`config.mk`:
```
export PLATFORM = sky130hd
export DESIGN_NAME = timer_counter
export DESIGN_NICKNAME = d
export VERILOG_FILES = /design/src/rtl/timer_counter_pkg.sv /design/src/rtl/timer_counter.sv
export SDC_FILE = /design/constraint.sdc
export NUM_CORES = 1
export LEC_CHECK = 0
export CAP_MARGIN = 40
export CORE_UTILIZATION = 52
export CTS_BUF_LIST = sky130_fd_sc_hd__clkbuf_2
export CTS_CLUSTER_DIAMETER = 120
export DETAILED_ROUTE_END_ITERATION = 7
export PLACE_DENSITY = 0.84
export SYNTH_ARGS = -nofsm -noshare
export SYNTH_HDL_FRONTEND = slang
export SYNTH_SLANG_ARGS = --single-unit
```
`constraint.sdc`:
```
create_clock -name clk -period 2.8 [get_ports clk]
set_input_delay 0.28 -clock clk [delete_from_list [all_inputs] [get_ports clk]]
set_output_delay 0.28 -clock clk [all_outputs]
set_load 0.02 [all_outputs]
```
`src/rtl/timer_counter_pkg.sv`:
```
// Timer/counter shared definitions.
// FSM states, register offsets, CTRL fields, byte-merge helper.
package timer_counter_pkg;

  typedef enum logic [1:0] {
    ST_IDLE = 2'd0,
    ST_LOAD = 2'd1,
    ST_CNT  = 2'd2,
    ST_INT  = 2'd3
  } tc_state_e;

  localparam logic [1:0] OFF_CTRL   = 2'd0;
  localparam logic [1:0] OFF_PRESET = 2'd1;
  localparam logic [1:0] OFF_COUNT  = 2'd2;

  localparam logic [1:0] MODE_ONESHOT = 2'd0;
  localparam logic [1:0] MODE_RELOAD  = 2'd1;

  localparam int CTRL_EN   = 0;
  localparam int CTRL_MODE = 1;
  localparam int CTRL_IM   = 3;
  localparam int CTRL_W    = 4;

  function automatic logic [31:0] byte_merge(
    input logic [31:0] old_v,
    input logic [31:0] new_v,
    input logic [3:0]  be
  );
    logic [31:0] r;
    r = old_v;
    for (int b = 0; b < 4; b++) begin
      if (be[b]) r[b*8 +: 8] = new_v[b*8 +: 8];
    end
    return r;
  endfunction

endpackage

```
`src/rtl/timer_counter.sv`:
```
// Bridge-mapped down-counter timer with one-shot/auto-reload and irq.
// Ports: clk, reset, addr/we/byteen/wd (write), rd (comb read), irq.
module timer_counter
  import timer_counter_pkg::*;
(
  input  logic        clk,
  input  logic        reset,
  input  logic [31:2] addr,
  input  logic        we,
  input  logic [3:0]  byteen,
  input  logic [31:0] wd,
  output logic [31:0] rd,
  output logic        irq
);

  tc_state_e   state_q, state_d;
  logic [CTRL_W-1:0] ctrl_q, ctrl_d;
  logic [31:0] preset_q, preset_d;
  logic [31:0] count_q, count_d;
  logic        flag_q, flag_d;

  logic [1:0]  off;
  logic        wr_ctrl;
  logic        wr_preset;
  logic        wr_any;
  logic        en;
  logic        reload;
  logic [1:0]  mode;
  logic [27:0] ctrl_mrg_unused;
  logic [CTRL_W-1:0] ctrl_mrg;
  logic [31:0] preset_mrg;
  logic [27:0] addr_unused;

  assign off         = addr[3:2];
  assign addr_unused = addr[31:4];

  assign wr_ctrl   = we && (off == OFF_CTRL) && (|byteen);
  assign wr_preset = we && (off == OFF_PRESET) && (|byteen);
  assign wr_any    = wr_ctrl || wr_preset;

  assign en     = ctrl_q[CTRL_EN];
  assign mode   = ctrl_q[CTRL_MODE +: 2];
  assign reload = (mode == MODE_RELOAD);

  assign {ctrl_mrg_unused, ctrl_mrg} =
    byte_merge({28'd0, ctrl_q}, wd, byteen);
  assign preset_mrg =
    byte_merge(preset_q, wd, byteen);

  always_comb begin
    state_d  = state_q;
    ctrl_d   = ctrl_q;
    preset_d = preset_q;
    count_d  = count_q;
    flag_d   = flag_q;

    unique case (state_q)
      ST_IDLE: begin
        if (en) state_d = ST_LOAD;
      end
      ST_LOAD: begin
        count_d = preset_q;
        state_d = ST_CNT;
      end
      ST_CNT: begin
        if (!en) begin
          state_d = ST_IDLE;
        end else if (count_q > 32'd1) begin
          count_d = count_q - 32'd1;
        end else begin
          // Zero and one both expire here, so COUNT never wraps.
          count_d = '0;
          state_d = ST_INT;
          flag_d  = 1'b1;
        end
      end
      ST_INT: begin
        if (reload) begin
          state_d = ST_LOAD;
          flag_d  = 1'b0;
        end else begin
          ctrl_d[CTRL_EN] = 1'b0;
          state_d         = ST_IDLE;
        end
      end
      default: state_d = ST_IDLE;
    endcase

    // A bus write wins over whatever the FSM wanted this edge.
    if (wr_any) begin
      state_d  = ST_IDLE;
      flag_d   = 1'b0;
      count_d  = count_q;
      ctrl_d   = wr_ctrl ? ctrl_mrg : ctrl_q;
      preset_d = wr_preset ? preset_mrg : preset_q;
    end
  end

  always_ff @(posedge clk) begin
    if (reset) begin
      state_q  <= ST_IDLE;
      ctrl_q   <= '0;
      preset_q <= '0;
      count_q  <= '0;
      flag_q   <= 1'b0;
    end else begin
      state_q  <= state_d;
      ctrl_q   <= ctrl_d;
      preset_q <= preset_d;
      count_q  <= count_d;
      flag_q   <= flag_d;
    end
  end

  always_comb begin
    rd = '0;
    case (off)
      OFF_CTRL:   rd = {28'd0, ctrl_q};
      OFF_PRESET: rd = preset_q;
      OFF_COUNT:  rd = count_q;
      default:    rd = '0;
    endcase
  end

  assign irq = ctrl_q[CTRL_IM] & flag_q;

endmodule
```
==> out/metrics.yaml <==
run_status: "finished clean"
min_path_cells: 3
ios: 102
whs_endpoint: "ctrl_q[0]$_SDFFE_PP0P_"
r2r_cells: 7
drtIter0Drc: 534
drt_pass1_iterations: 6
start_util_pct: 53.9
clk_pin_slew_ns: 0.21
fin_tns_setup_ns: 0
ys.flop_type: "dfxtp_1"
port_buffers: 73
synth_top_area_cell: "dfxtp_1"
grt_pass1_wl_mm: 20.9
worstSetupPathType: "in -> out"
min_period_ns: 2.49
wl_per_cell_um: 18.2
dieHeight_um: 91.5
hold_buffers: 0
ant_nets: 0
r2r_end: "count_q[26]$_SDFFE_PP0P_"
gr-total-overflow: 0
placed_cells: 692
cts-root-buf: "clkbuf_2"
cp.required_ns: 2.52
cts_tree: "yes"
stdcell_count: 708
post_cts_buffers: 0
finalHoldViolCount: 0
top_layer: "met4"
cts_buffers: 9
synth_area_per_cell_sq_um: 7.77
antenna_found_initial: 0
cts.sinks: 71
syn_nets: 611
synth_common_cells: "93 x nand2_1, 71 x dfxtp_1, 47 x a21oi_1"
setup_viol: 0
maxSlewHeadroom_pct: 55.0
drive_gt1_share_pct: 8.42
ys_warn_count: 0
grt.total_usage_pct: 31.3
hp-start: "reset"
reg2reg_from: "count_q[1]$_SDFFE_PP0P_"
fill_cells: 642
multiInputGateArea_sq_mm: 0.00252
fmax_ghz: 0.401
syn_to_final_growth_pct: 23.8
ir_drop_v: 0.000296
synth_most_common_cell: "nand2_1"
routed_wl_mm: 12.9
fin_crit_sh_pct: 89.0
grt_max_degree: 62
synth-async-reset-ratio_pct: 0
synth-edff-count: 0
synthCells: 536
wl_met1_mm: 5.31
grt_pass1_vias: 4307
clkLatencyLatePin_ns: 0.53
via_per_inst: 6.51
cap_violations: 0
antennaDiodeCount: 0
drc: 0
fin_util_pct: 66.7
worst_pin_slew_ns: 0.675
min-delay-path-class: "in -> reg"
die_w_um: 91.5
htreeDepth: 3
yosys-top-cells-area: "dfxtp_1 34%, nand2_1 8.4%, a22o_1 6.1%"
ctsResizeCount: 0
ff2ff_setup_slack_ns: 0.31
maxSlewViolCount: 0
core-area_sq_mm: 0.00773
clock_skew_ns: 0.0214
wl_met2_mm: 5.75
vias: 4609
synth.top_cell.area_share_pct: 34.1
crit_arrival_ns: 2.21
yosysSeqAreaShare_pct: 34.1
gp_congestion: 0.965
cp_max_fo: 28
ys_ff_latch: 71
core.rowCount: 32
final_nets: 676
synth.distinct_cells: 59
p_leak_uw: 0.00185
clk_path_buf_depth: 2
syn_area_sq_mm: 0.00416
rsz0062_at_grt: "no"
seqCellArea_sq_mm: 0.00142
start_kind: "input pin"
cp-end-kind: "output pin"
dp_hpwl_mm: 9.01
dieArea_sq_mm: 0.00837
met3WireLength_mm: 1.42
power.density_mw_per_mm2: 382
## critical path, cell delays in order
cell and delay, ns:
clkdlybuf4s50_1 0.66, nor2b_2 0.26, buf_12 0.19, a22o_1 0.18
clkdlybuf4s50_1 0.61
## report_power, final
group / leakage, uW / internal [uW] / switching (uW)
clock network: 0.0000632 / 205 / 390
logic: 0.00122 / 142 / 184
registers: 0.000573 / 1030 / 17.9
## state kept, by name, summed over array words and instances (netlist names)
| signal | cells |
|---|---|
| state_q | 2 |
| count_q | 32 |
| preset_q | 32 |
| ctrl_q | 4 |
| flag_q | 1 |
## how the worst max path moves through the flow
stage	start	slack, ns	depth (start not counted)	endpoint
global placement	byteen[0]	0.23	7	count_q[7]$_SDFFE_PP0P_
detailed placement	byteen[0]	0.19	7	count_q[3]$_SDFFE_PP0P_
global route	count_q[24]$_SDFFE_PP0P_	0.19	6	count_q[9]$_SDFFE_PP0P_
finish	addr[3]	0.31	5	rd[16]
CTS	addr[3]	0.32	5	rd[15]
floorplan	count_q[0]$_SDFFE_PP0P_	0.54	8	count_q[26]$_SDFFE_PP0P_
## stage by stage
stage	setup WS [ns]	hold WS, ns	instance area [sq um]	total power, uW
6_report	0.309	0.256	5150	1970
5_1_grt	0.194	0.222	5150	2030
4_1_cts	0.322	0.224	5150	1950
3_5_place_dp	0.186	0.468	5040	1380
3_3_place_gp	0.230	0.461	5040	1370
2_1_floorplan	0.544	0.416	4160	1240
## layout make-up
class,count,area share (%)
Multi-Input combinational cell,411,49.0
Timing Repair Buffer,96,17.9
Tap cell,102,2.48
Clock inverter,6,1.19
Sequential cell,71,27.6
Clock buffer,10,0.971
Inverter,12,0.874
## kinds of logic after synthesis
group	after synthesis	share of synthesized area [%]
compound gates	170	28.3
xor+xnor	1	0.210
fa+ha+maj	6	1.80
buf+inv	54	5.32
flops	71	34.1
mux	8	1.92
simple gates	226	28.3
## per-layer routing
metal | vias up | global-route usage, %
met5 | - | 0
met4 | 0 | 13.5
met3 | 48 | 5.44
met2 | 276 | 49.2
met1 | 2133 | 42.0
li1 | 2152 | -
## layout by cell type, fill, tap and decap left out, drive strengths merged, types with 3 or more instances in the layout
master / synthesis / layout
nand2: 93 / 93
clkdlybuf4s50: 0 / 72
dfxtp: 71 / 71
a21oi: 47 / 47
a22o: 29 / 29
buf: 6 / 24
nand3: 23 / 23
a31oi: 21 / 21
nor2: 19 / 19
o21ai: 18 / 18
nor4: 18 / 18
nor3: 15 / 15
inv: 11 / 11
and3: 10 / 10
clkbuf: 36 / 10
mux2i: 8 / 8
nor2b: 8 / 8
or3: 7 / 7
a32oi: 7 / 7
and2: 6 / 6
o211ai: 6 / 6
nand4: 6 / 6
ha: 6 / 6
or4: 6 / 6
nor3b: 5 / 5
o32ai: 5 / 5
a22oi: 4 / 4
o41ai: 4 / 4
clkinv: 1 / 4
nand2b: 3 / 3
o31a: 3 / 3
o221ai: 3 / 3
No activity file was read; power rests on OpenSTA's default activity.
